==> src/rtl/eprisc_bus_master_pkg.sv <==
// eprisc_bus_pkg: shared types and constants for the epRISC bus master
package eprisc_bus_pkg;
  typedef enum logic [1:0] {IDLE, LOW, HIGH, DONE} state_t;
  localparam logic [1:0] SEL_NONE = 2'd0;
  localparam logic [1:0] SEL_DEV1 = 2'd1;
  localparam logic [1:0] SEL_DEV2 = 2'd2;
  localparam logic [1:0] SEL_DEV3 = 2'd3;
  localparam int BUS_BYTES_MAX = 4;
endpackage

==> src/rtl/eprisc_bus_master_if.sv <==
// eprisc_bus_master_if: core command port and peripheral bus of the bus master
interface eprisc_bus_master_if;
  logic        iStart;
  logic [1:0]  iSelect;
  logic [1:0]  iLength;
  logic [31:0] iData;
  logic [31:0] oData;
  logic        oBusy;
  logic        oDone;
  logic        oInterrupt;
  logic [7:0]  oBusMOSI;
  logic [7:0]  iBusMISO;
  logic        oBusClock;
  logic [1:0]  oBusSelect;
  logic        iBusInterrupt;
  modport master (
    input  iStart, iSelect, iLength, iData, iBusMISO, iBusInterrupt,
    output oData, oBusy, oDone, oInterrupt, oBusMOSI, oBusClock, oBusSelect
  );
  modport slave (
    output iStart, iSelect, iLength, iData, iBusMISO, iBusInterrupt,
    input  oData, oBusy, oDone, oInterrupt, oBusMOSI, oBusClock, oBusSelect
  );
endinterface

==> src/rtl/eprisc_sync2.sv <==
// eprisc_sync2: two-flop synchronizer for a single asynchronous level
module eprisc_sync2 (
  input  logic iClk,
  input  logic iRst,
  input  logic d,
  output logic q
);
  logic meta;
  // shift the level through two flops so q lags d by exactly two edges
  always_ff @(posedge iClk)
    if (iRst) {q, meta} <= 2'b00;
    else {q, meta} <= {meta, d};
endmodule

==> src/rtl/eprisc_bus_master.sv <==
// eprisc_bus_master: byte-wide full-duplex serial bus master with interrupt sync
module eprisc_bus_master
  import eprisc_bus_pkg::*;
#(
  parameter int CLKDIV = 4
) (
  input logic iClk,
  input logic iRst,
  eprisc_bus_master_if.master bus
);
  localparam int CW = $clog2(CLKDIV + 1);
  localparam logic [CW-1:0] RELOAD = CW'(CLKDIV - 1);
  state_t state;
  logic [CW-1:0] phase;
  logic [1:0] bytes;
  logic [23:0] tx;
  logic expire;
  assign expire = phase == '0;
  eprisc_sync2 u_sync (
    .iClk(iClk),
    .iRst(iRst),
    .d(bus.iBusInterrupt),
    .q(bus.oInterrupt)
  );
  // transfer FSM: half-period timer drives bus clock edges, MISO sampled on rise
  always_ff @(posedge iClk)
    if (iRst) begin
      state <= IDLE;
      phase <= '0;
      bytes <= '0;
      tx <= '0;
      bus.oData <= '0;
      bus.oBusy <= 1'b0;
      bus.oDone <= 1'b0;
      bus.oBusMOSI <= '0;
      bus.oBusClock <= 1'b0;
      bus.oBusSelect <= SEL_NONE;
    end else
      case (state)
        IDLE:
          if (bus.iStart && bus.iSelect != SEL_NONE) begin
            tx <= bus.iData[23:0];
            bytes <= bus.iLength;
            bus.oData <= '0;
            bus.oBusSelect <= bus.iSelect;
            bus.oBusMOSI <= bus.iData[31:24];
            bus.oBusy <= 1'b1;
            bus.oBusClock <= 1'b0;
            phase <= RELOAD;
            state <= LOW;
          end
        LOW:
          if (expire) begin
            bus.oBusClock <= 1'b1;
            bus.oData <= {bus.oData[23:0], bus.iBusMISO};
            phase <= RELOAD;
            state <= HIGH;
          end else phase <= phase - 1'b1;
        HIGH:
          if (expire) begin
            bus.oBusClock <= 1'b0;
            phase <= RELOAD;
            if (bytes != 2'd0) begin
              bytes <= bytes - 2'd1;
              tx <= {tx[15:0], 8'h00};
              bus.oBusMOSI <= tx[23:16];
              state <= LOW;
            end else begin
              bus.oBusSelect <= SEL_NONE;
              bus.oBusy <= 1'b0;
              bus.oDone <= 1'b1;
              bus.oBusMOSI <= '0;
              state <= DONE;
            end
          end else phase <= phase - 1'b1;
        DONE: begin
          bus.oDone <= 1'b0;
          state <= IDLE;
        end
      endcase
endmodule

==> src/flat_wrapper.sv <==
// flat-port wrapper written by rule: the top's interface ports become plain ports
module eprisc_bus_master_flat import eprisc_bus_pkg::*;
#(
  parameter int CLKDIV = 4
)
  (iClk, iRst, bus_iStart, bus_iSelect, bus_iLength, bus_iData, bus_iBusMISO, bus_iBusInterrupt, bus_oData, bus_oBusy, bus_oDone, bus_oInterrupt, bus_oBusMOSI, bus_oBusClock, bus_oBusSelect);
  eprisc_bus_master_if bus_i ();
  input logic iClk;
  input logic iRst;
  input wire logic [$bits(bus_i.iStart)-1:0] bus_iStart;
  input wire logic [$bits(bus_i.iSelect)-1:0] bus_iSelect;
  input wire logic [$bits(bus_i.iLength)-1:0] bus_iLength;
  input wire logic [$bits(bus_i.iData)-1:0] bus_iData;
  input wire logic [$bits(bus_i.iBusMISO)-1:0] bus_iBusMISO;
  input wire logic [$bits(bus_i.iBusInterrupt)-1:0] bus_iBusInterrupt;
  output wire logic [$bits(bus_i.oData)-1:0] bus_oData;
  output wire logic [$bits(bus_i.oBusy)-1:0] bus_oBusy;
  output wire logic [$bits(bus_i.oDone)-1:0] bus_oDone;
  output wire logic [$bits(bus_i.oInterrupt)-1:0] bus_oInterrupt;
  output wire logic [$bits(bus_i.oBusMOSI)-1:0] bus_oBusMOSI;
  output wire logic [$bits(bus_i.oBusClock)-1:0] bus_oBusClock;
  output wire logic [$bits(bus_i.oBusSelect)-1:0] bus_oBusSelect;
  assign bus_i.iStart = bus_iStart;
  assign bus_i.iSelect = bus_iSelect;
  assign bus_i.iLength = bus_iLength;
  assign bus_i.iData = bus_iData;
  assign bus_i.iBusMISO = bus_iBusMISO;
  assign bus_i.iBusInterrupt = bus_iBusInterrupt;
  assign bus_oData = bus_i.oData;
  assign bus_oBusy = bus_i.oBusy;
  assign bus_oDone = bus_i.oDone;
  assign bus_oInterrupt = bus_i.oInterrupt;
  assign bus_oBusMOSI = bus_i.oBusMOSI;
  assign bus_oBusClock = bus_i.oBusClock;
  assign bus_oBusSelect = bus_i.oBusSelect;
  eprisc_bus_master #(.CLKDIV(CLKDIV)) u_core (.iClk(iClk), .iRst(iRst), .bus(bus_i));
endmodule
==> config.mk <==
export PLATFORM = sky130hd
export DESIGN_NAME = eprisc_bus_master_flat
export DESIGN_NICKNAME = d
export VERILOG_FILES = /design/src/rtl/eprisc_bus_master_pkg.sv /design/src/rtl/eprisc_bus_master_if.sv /design/src/rtl/eprisc_sync2.sv /design/src/rtl/eprisc_bus_master.sv /design/src/flat_wrapper.sv
export SDC_FILE = /design/constraint.sdc
export NUM_CORES = 1
export LEC_CHECK = 0
export BUFFER_PORTS_ARGS = -buffer_cell sky130_fd_sc_hd__buf_4
export CAP_MARGIN = 20
export CORE_AREA = 2 2 86 88
export DETAILED_ROUTE_END_ITERATION = 7
export DIE_AREA = 0 0 88 90
export PLACE_DENSITY = 0.78
export SYNTH_ARGS = -nofsm -noshare
export SYNTH_HDL_FRONTEND = slang
export SYNTH_HIERARCHICAL = 1
export SYNTH_SLANG_ARGS = --single-unit
==> constraint.sdc <==
create_clock -name iClk -period 2.56 [get_ports iClk]
set_clock_uncertainty 0.1 [all_clocks]
set_input_delay 0.512 -clock iClk [delete_from_list [all_inputs] [get_ports iClk]]
set_output_delay 0.512 -clock iClk [all_outputs]
set_load 0.01 [all_outputs]
; ---- Word-level counts from Yosys, hierarchy flattened
; Index checks and enable logic that the tools add are counted.
; Widths: inputs -> output; s select.
[op_classes]
addsub = 2
eq_ne = 8
n_mux = 38
reduce_logical = 19
[op_table]
columns = cell, count
row1 = $mux 24, 3
row2 = $mux 32, 2
row3 = $pmux 32 s2, 1
row4 = $pmux 24 s2, 1
row5 = $mux 8, 3
row6 = $mux 2, 10
row7 = $pmux 8 s2, 1
row8 = $reduce_and 3->1, 4
row9 = $reduce_and 4->1, 3
row10 = $reduce_bool 2->1, 6
row11 = $mux 1, 8
row12 = $ne 2x1->1 const B, 4
row13 = $pmux 2 s2, 2
row14 = $pmux 2 s4, 1
row15 = $mux 3, 2
row16 = $pmux 3 s2, 1
row17 = $eq 2x2->1 const B, 2
row18 = $pmux 1 s2, 2
row19 = $logic_not 3->1, 1
row20 = $pmux 1 s3, 1
row21 = $reduce_bool 3->1, 1
row22 = $sub 3x1->3 const B, 1
row23 = $eq 2x1->1 const B, 1
row24 = $logic_not 2->1, 1
row25 = 5 further kinds, 5
[totals]
regBits = 78
input_bits = 48

; ---- Logic depth before layout (Yosys ltp)
; Gate-level depths: netlist of the first run.
[depth]
ltp_word = 4
depth_mapped = 9
ltp_nobuf = 6

; ---- Cells and area by module
; The synthesis of the first run kept the hierarchy.
[modules_own_cells]
columns = module, instances, cells_per_inst, area_each_um2, seq_area_each_um2
row1 = eprisc_bus_master, 1, 380, 3505.9, 1521.5
row2 = eprisc_sync2, 1, 4, 52.6, 40.0

; ---- Worst setup path before layout of the first run
; Ideal clock, no wire load.
[synth_path]
path_type = register to register
from = register u_core.state[0]
to = register u_core.bus.oBusSelect[0]
arrival_time_ns = 1.727
required_ns = 2.328
setup_slack_ns = 0.601
stages_incl_launch_ff = 8
cell_sequence = dfxtp_1 > inv_1 > ha_1 > buf_4 > nand2b_1 > a222oi_1 > nand2b_1 > a21oi_1
[synth_between]
elab_chain_len = 3
word_cells_on_any_way = 8
classes_between = eq/ne (4) / mux (1) / reduce/logical (3)
[synth_rtl]
columns = element, line_no
row1 = "start, declared", eprisc_bus_master.sv:13  ; state_t state;
row2 = "start signal, assigned", eprisc_bus_master.sv:28  ; state <= IDLE;
row3 = "start signal, assigned", eprisc_bus_master.sv:50  ; state <= LOW;
row4 = "start signal, assigned", eprisc_bus_master.sv:57  ; state <= HIGH;
row5 = $eq 2x2->1 or $logic_not 2->1 (tied branches), eprisc_bus_master.sv:39  ; case (state)
row6 = "$ne 2x2->1 (no source line), or another cell as far along", --
row7 = $reduce_and 4->1 (no source line), --
row8 = "end signal, assigned", eprisc_bus_master.sv:45  ; bus.oBusSelect <= bus.iSelect;
row9 = "end, declared", eprisc_bus_master_if.sv:18  ; output oData, oBusy, oDone, oInterrupt, oBusMOSI, oBusClock, oBusSelect
; Several ways; a longest one is shown, not always the timed one.
; A chain may end at the register's enable or synchronous reset.

; ---- Worst setup path after layout of the first run
[layout_path]
from = register u_core.state[0]
to = register u_core.tx[20]
[layout_between]
elab_chain_len = 3
word_cells_on_any_way = 8
classes_between = eq/ne (4) / mux (1) / reduce/logical (3)
[layout_rtl]
columns = element, line_no
row1 = $eq 2x2->1 or $logic_not 2->1 (tied branches), eprisc_bus_master.sv:39
row2 = $ne 2x1->1 (no source line) or $reduce_bool 2->1 (tied branches), --
row3 = $reduce_and 4->1 (no source line), --
row4 = "end signal, assigned", eprisc_bus_master.sv:42  ; tx <= bus.iData[23:0];
row5 = "end signal, assigned", eprisc_bus_master.sv:65  ; tx <= {tx[15:0], 8'h00};
row6 = "end, declared", eprisc_bus_master.sv:16  ; logic [23:0] tx;
; Several ways; a longest one is shown, not always the timed one.

==> results.ini, run 1 <==
[setup_path]
worst_setup_path_end_kind = flop
worst_path_max_delay_cell = a222oi_1
cp.required_ps = 2720
startpoint_type = flop
crit_type = reg2reg
cp_slowest_stage_delay_ps = 470
cp_data_arrival_time_ps = 2490
cp_top_family = compound AO/OA/AOI/OAI gates
critical_path.cell_chain = inv_1, ha_1, nand2b_1, a222oi_1, buf_12, nor2_1, a211oi_1
crit_fanout = 52
critPathBufInv = 2

[clocking]
root_buffer = clkbuf_8
clock_latency_ps = 350
cts_buffers = 9
cts_max_level = 3
cts_setup_buffers = 0
holdBufCountCts = 0
ctsResizeCount = 0
clock_sinks = 78
cts_tree = yes
path_clk_slew_ps = 80
clock_path_buffers = 2

[routing]
viasPerCell = 5.02
vias = 2869
drt-initial-drc-count = 164
wl_per_cell_um = 13.5
first_pass_iters = 4
ant_nets = 0
totalWireLength_um = 7730
drc_errors = 0

[logic_synthesis]
postSynthAreaPerCell_um2 = 9.27
yosys_warnings = 6
syn_inst = 384
syn_area_um2 = 3560
synth_cell_types = 29
ys_seq_area_share_pct = 43.9
syn-num-nets = 442
ys_seq_elements = 78

[pwr]
irDropWorstVdd_mv = 0.556
totalPowerFinal_uw = 4850
p_leak_uw = 0.00192
p_per_area_nw_per_um2 = 1060

[timing]
hold_ws_ps = 303
timing.slew.headroom_pct = 69.2
fin_tns_setup_ps = 0
finalMaxSlewViolations = 0
finalCritPeriodShare_pct = 91.1
finalCriticalPeriod_ps = 2330
setup_violations = 0
fmax_mhz = 429
max_slew.worst_pin.slew_ps = 459
rsz0062_at_grt = no
hold_viol_final = 0

[floorplanning]
die_w_um = 88
dieArea_um2 = 7920
ios = 94
num_rows = 31
initial_core_util_pct = 50.7
die_h_um = 90
core_um2 = 7020

[final_layout]
fin_cells = 571
final_common_cell = buf_4
fin_nets = 525
multi_input_area_um2 = 1830
final_cell_mix = buf_4, dfxtp_1, nor2_1
fillers = 594
drive_gt1_share_pct = 25.4
area_growth_pct = 28.2
seq_area_um2 = 1560
num_antenna_cells = 0
fin_util_pct = 65.0

[placement]
io_buffer_count = 93
gp_congestion = 0.807
dp_hpwl_um = 5260
dp.cells = 555

[grt]
antenna_found_initial = 0
grt_start_max_net_pins = 53
grt_pass1_vias = 2587
grt_pass1_wl_um = 12700
gr-usage-all-layers_pct = 19.9
grt_overflow_total = 0

[hold_path]
hold_class = in2reg

[run_status]
status = complete, no violations

[run]
cap_violations = 0

==> worst register-to-register path, stage by stage (launching register included) <==
cell and delay [ps]:
dfxtp_1 440, inv_1 140, ha_1 310, nand2b_1 180
a222oi_1 470, buf_12 280, nor2_1 100, a211oi_1 220
==> registers in the layout, summed over array words and instances (netlist names), 2 cells and up <==
signal / flops
u_core/phase: 3
u_core/tx: 24
u_core/bytes: 2
u_core/bus.oData: 32
u_core/bus.oBusMOSI: 8
u_core/bus.oBusSelect: 2
u_core/state: 2
==> power breakdown <==
group | total [uW] | switching, uW | internal [uW] | leakage, uW
Sequential | 1670 | 179 | 1490 | 0.000637
Combinational | 2160 | 1170 | 986 | 0.00118
Clock | 1010 | 462 | 552 | 0.000106
Total | 4850 | 1810 | 3030 | 0.00192
==> per-layer routing <==
| metal | global-route usage (%) | part of all wire [%] | up-vias |
|---|---|---|---|
| met5 | 0 | 0 | - |
| li1 | - | - | 1497 |
| met3 | 4.68 | 4.6 | 5 |
| met1 | 28.5 | 49 | 1310 |
| met4 | 5.77 | 0.93 | 0 |
| met2 | 29.9 | 46 | 57 |
==> cells in the mapped netlist <==
| library cell | count | area [um2] |
|---|---|---|
| a221oi_1 | 1 | 8.76 |
| nand3_1 | 8 | 40.0 |
| buf_2 | 10 | 50.1 |
| or2_1 | 1 | 6.26 |
| ha_1 | 10 | 125 |
| nor2b_1 | 3 | 18.8 |
| a22oi_2 | 2 | 25.0 |
| a211oi_1 | 21 | 158 |
| dfxtp_1 | 78 | 1560 |
| o211ai_1 | 1 | 7.51 |
| o21ai_1 | 3 | 15.0 |
| a311oi_1 | 10 | 87.6 |
| inv_1 | 8 | 30.0 |
| a222oi_1 | 2 | 20.0 |
| and2_1 | 32 | 200 |
| nor2_1 | 64 | 240 |
| nand2_1 | 5 | 18.8 |
| buf_4 | 4 | 30.0 |
| a31o_1 | 1 | 8.76 |
| nand2b_1 | 25 | 156 |
| a21oi_1 | 14 | 70.1 |
| a22oi_1 | 1 | 7.51 |
| clkbuf_1 | 15 | 56.3 |
| a31oi_1 | 1 | 6.26 |
| nor4bb_1 | 1 | 10.0 |
| nand3b_1 | 11 | 82.6 |
| a21bo_2 | 1 | 10.0 |
| mux2i_1 | 50 | 500 |
| a21boi_0 | 1 | 7.51 |
==> final cells by class <==
type                            instances  share of cell area [%]
Clock inverter                          7                    2.14
Clock buffer                            9                    2.71
Timing Repair Buffer                  101                    17.4
Inverter                                8                   0.658
Multi-Input combinational cell        269                    40.1
Tap cell                               99                    2.71
Sequential cell                        78                    34.2
==> per-stage QoR <==
stage / worst slack [ps] / area, um2
2_1_floorplan: 601 / 3560
3_3_place_gp: 356 / 4340
3_5_place_dp: 283 / 4340
4_1_cts: 245 / 4560
5_1_grt: 69.4 / 4560
6_report: 228 / 4560
==> worst paths after layout <==
kind,from,to,slack [ps],depth (start not counted)
worst max-delay path,u_core/state[0],u_core/tx[20],230,7
worst min-delay path,bus_iBusInterrupt,u_core/u_sync/meta,300,2
worst max register to register,u_core/state[0],u_core/tx[20],230,7
worst min register to register,u_core/u_sync/meta,u_core/u_sync/q,340,1
==> kinds of logic after synthesis <==
| family | Yosys count | synth area share [%] |
|---|---|---|
| fa+ha+maj | 10 | 3.52 |
| buf+inv | 37 | 4.68 |
| compound gates | 59 | 12.1 |
| flops | 78 | 43.9 |
| simple gates | 150 | 21.7 |
| mux | 50 | 14.1 |
Power figures use the tool's default switching activity.
==> inputs of run 2 (changes only) <==
CORE_AREA = 5 5 89 91   (was 2 2 86 88)
DIE_AREA = 0 0 94 96   (was 0 0 88 90)
==> results.ini, run 2 (synthesis results as in run 1) <==
[setup_path]
startpoint_type = flop
cp_data_arrival_time_ps = 2490
cp.required_ps = 2720
worst_setup_path_end_kind = flop
crit_type = reg2reg
crit_fanout = 52
worst_r2r_path_depth = 7

[clocking]
root_buffer = clkbuf_8
clock_path_buffers = 2
cts_buffers = 9
path_clk_slew_ps = 80
cts_setup_buffers = 0
holdBufCountCts = 0
cts_tree = yes
clock_sinks = 78
ctsResizeCount = 0
clock_latency_ps = 350
cts_max_level = 3

[grt]
grt_pass1_vias = 2809
grt_overflow_total = 0
gr-usage-all-layers_pct = 18.0
antenna_found_initial = 0
grt_pass1_wl_um = 12800
grt_start_max_net_pins = 53

[placement]
dp_hpwl_um = 5600
gp_congestion = 0.770
post-place-ws_ps = 220
dp.cells = 555
io_buffer_count = 93

[timing]
rsz0062_at_grt = no
worst_slack_ps = 232
finalMaxSlewViolations = 0
hold_ws_ps = 276
finalCritPeriodShare_pct = 90.9
hold_viol_final = 0
setup_violations = 0
timing.slew.headroom_pct = 68.9
fmax_mhz = 430
max_slew.worst_pin.slew_ps = 467
finalCriticalPeriod_ps = 2330
fin_tns_setup_ps = 0

[final_layout]
num_antenna_cells = 0
largest_reg_flops = 32
fin_nets = 525
final_cell_mix = buf_4, dfxtp_1, nor2_1
top_regs = u_core/bus.oData x32, u_core/tx x24, u_core/bus.oBusMOSI x8
area_growth_pct = 28.9
final_common_cell = buf_4
regMostFlops = u_core/bus.oData
drive_gt1_share_pct = 25.4
fin_cells = 571

[floorplanning]
core_um2 = 7060
dieArea_um2 = 9020
num_rows = 31
die_h_um = 96
initial_core_util_pct = 50.4
die_w_um = 94
ios = 94

[routing]
totalWireLength_um = 7950
ant_nets = 0
vias = 2919
viasPerCell = 5.11
drt-initial-drc-count = 163
drc_errors = 0
wl_per_cell_um = 13.9
first_pass_iters = 5

[hold_path]
hold_class = in2reg
hold_depth = 2

[run_status]
status = complete, no violations

[run]
cap_violations = 0

[pwr]
p_leak_uw = 0.00193
irDropWorstVdd_mv = 0.475
p_per_area_nw_per_um2 = 1080
totalPowerFinal_uw = 4940

[run 2: worst paths after layout]
check	to	slack (ps)	startpoint
hold / removal	u_core/u_sync/meta	280	bus_iBusInterrupt
setup reg to reg	u_core/tx[13]	230	u_core/state[0]
setup / recovery	u_core/tx[13]	230	u_core/state[0]
hold reg to reg	u_core/u_sync/q	350	u_core/u_sync/meta
[run 2: through the flow]
step                      util, %  area (um2)
final                        65.0        4590
after global routing         65.0        4590
after CTS                    65.0        4590
after detailed placement     61.5        4340
after global placement       61.5        4340
after floorplan                 -        3560
[run 2: critical path, stage by stage (launching register included)]
cell and delay (ps):
dfxtp_1 430, inv_1 130, ha_1 320, nand2b_1 180
a222oi_1 490, buf_12 290, nor2_1 80, a211oi_1 210
[run 2: final cells by class]
class,count,area (um2)
fill,613,2470
multi-input combinational,269,1830
sequential,78,1560
timing repair buffer,101,796
clock buffer,9,124
tap,99,124
clock inverter,7,123
inverter,8,30.0
[run 2: power by group]
| part | leakage [uW] | internal, uW | switching [uW] |
|---|---|---|---|
| clock network | 0.000116 | 650 | 461 |
| registers | 0.000637 | 1490 | 167 |
| logic | 0.00118 | 990 | 1180 |
[run 2: routing by layer]
metal  vias to the layer above  wire [um]  GRT usage [%]
met5                         -          0              0
met4                         0        104           7.22
met3                         7        417           4.46
met2                        66       3880           29.6
met1                      1354       3550           22.8
li1                       1492          -              -
==> inputs of run 3 (changes only) <==
CORE_AREA = 5 5 94 96   (was 5 5 89 91)
DIE_AREA = 0 0 99 101   (was 0 0 94 96)
PLACE_DENSITY = 0.73   (was 0.78)
clock period = 1.9 ns   (was 2.56 ns; I/O delays follow)
==> results.ini, run 3 (synthesis results as in run 1) <==
[run]
cap_violations = 0

[routing]
wl_met3_um = 346
first_pass_iters = 4
met2WireLength_um = 4060
totalWireLength_um = 8570
drt-initial-drc-count = 168
wl_met1_um = 4020
viasPerCell = 4.99
wl_per_cell_um = 14.3
vias = 2992
drc_errors = 0
ant_nets = 0
top_layer = met4

[final_layout]
top_regs = u_core/bus.oData x32, u_core/tx x24, u_core/bus.oBusMOSI x8
final_cell_mix = buf_4, dfxtp_1, nor2_1
final_common_cell = buf_4
largest_reg_flops = 32
drive_gt1_share_pct = 31.8
stdcell_area_um2 = 4880
fin_nets = 547
regMostFlops = u_core/bus.oData
num_antenna_cells = 0
multi_input_area_um2 = 1900
seq_area_um2 = 1570
fin_util_pct = 61.3
area_growth_pct = 37.3
fillers = 676
fin_cells = 599

[timing]
finalCriticalPeriod_ps = 1880
timing.slew.headroom_pct = 66.5
rsz0062_at_grt = yes
max_slew.worst_pin.slew_ps = 502
worst_slack_ps = 24.8
setup_violations = 0
hold_viol_final = 0
finalCritPeriodShare_pct = 98.7
finalMaxSlewViolations = 0
fmax_mhz = 533
fin_tns_setup_ps = 0

[run_status]
status = complete, no violations

[grt]
gr-usage-all-layers_pct = 16.1
grt_pass1_wl_um = 13300
grt_start_max_net_pins = 44
antenna_found_initial = 0
grt_pass1_vias = 2781
grt_overflow_total = 0

[pwr]
p_leak_uw = 0.00206
internal-power_uw = 4660
irDropWorstVdd_mv = 0.625
clockPowerShare_pct = 18.8
seqPwrFrac_pct = 30.5
p_per_area_nw_per_um2 = 1500
power_frac_comb_pct = 50.7
switching_power_uw = 2670
p_sw_share_pct = 36.4

[setup_path]
crit_fanout = 8
worst_setup_path_end_kind = flop
timing.rr.end = u_core/bus.oData[15]
crit_type = reg2reg
worstReg2RegStart = u_core/state[1]
cp.required_ps = 2040
worst_r2r_path_depth = 9
cp_data_arrival_time_ps = 2020
r2r_slack_ps = 20
startpoint_type = flop

[floorplanning]
num_rows = 33
dieArea_um2 = 10000
ios = 94
die_w_um = 99
initial_core_util_pct = 44.7
core_um2 = 7970
die_h_um = 101

[clocking]
clock_path_buffers = 2
clock_latency_ps = 360
holdBufCountCts = 0
clock_sinks = 78
cts_buffers = 9
cts_tree = yes
path_clk_slew_ps = 80
cts_max_level = 3
root_buffer = clkbuf_8

[hold_path]
hold_class = in2reg
hold_depth = 2
holdCritStartpoint = bus_iBusInterrupt
whs_endpoint = u_core/u_sync/meta

[placement]
post-place-ws_ps = -71.3
dp_hpwl_um = 5760
gp_congestion = 0.799
io_buffer_count = 93
dpl-instance-area_um2 = 4500
dp.cells = 577

[run 3: changes by cell type in the layout (fill, tap and decap cells not counted), moves of 3 or more]
cell,previous run,this run
buf_4,98,114
a211oi_1,21,17
a211oi_2,0,4
a21oi_1,14,11
a21oi_2,0,3
[run 3: stage by stage]
step | power [uW] | hold slack, ps
after global placement | 5400 | 322
after floorplan | 4450 | 314
after detailed placement | 5510 | 335
after global routing | 7810 | 153
final | 7340 | 146
after CTS | 6960 | 138
[run 3: per-layer routing]
metal,global-route usage (%),up-vias
li1,-,1531
met4,5.36,0
met2,25.5,64
met5,0,-
met1,21.7,1388
met3,3.94,9
[run 3: power by group through the flow]
| stage | logic, uW | registers [uW] | clock network, uW |
|---|---|---|---|
| after global routing | 4060 | 2290 | 1470 |
| after CTS | 3320 | 2230 | 1410 |
| after detailed placement | 3250 | 2260 | 0 |
| final | 3720 | 2240 | 1380 |
| after floorplan | 2170 | 2280 | 0 |
| after global placement | 3150 | 2250 | 0 |
[run 3: area by class of cell]
type,instances,area share (%)
multi-input cells,269,38.9
flip-flops and latches,78,32.1
repair buffers,123,21.1
well taps,105,2.69
clock buffers,10,2.61
clock inverters,6,1.92
inverters,8,0.717
[run 3: critical path, cell delays in order (launching register included)]
cell and delay, ps:
dfxtp_4 400, inv_4 50, ha_4 170, buf_4 140
buf_4 140, a22oi_2 180, buf_6 160, buf_6 170
mux2i_1 200, nor2_1 60
[run 3: worst max-delay path by stage]
stage / startpoint / endpoint / slack (ps) / cells past startpoint
global route: u_core/state[1] / u_core/bus.oData[29] / -80 / 9
floorplan: u_core/state[0] / u_core/bus.oBusSelect[0] / 30 / 7
detailed placement: u_core/state[1] / u_core/bus.oBusy / -70 / 7
finish: u_core/state[1] / u_core/bus.oData[15] / 20 / 9
CTS: u_core/state[1] / u_core/tx[20] / 5 / 8
global placement: u_core/state[1] / u_core/bus.oBusy / -40 / 7
[run 3: timing repair]
action                     4_1_cts  5_1_grt
cloned                           0        3
pin swaps                        1       17
buffers inserted                 0        3
gates resized for setup          6       14
setup endpoints to repair       42       60
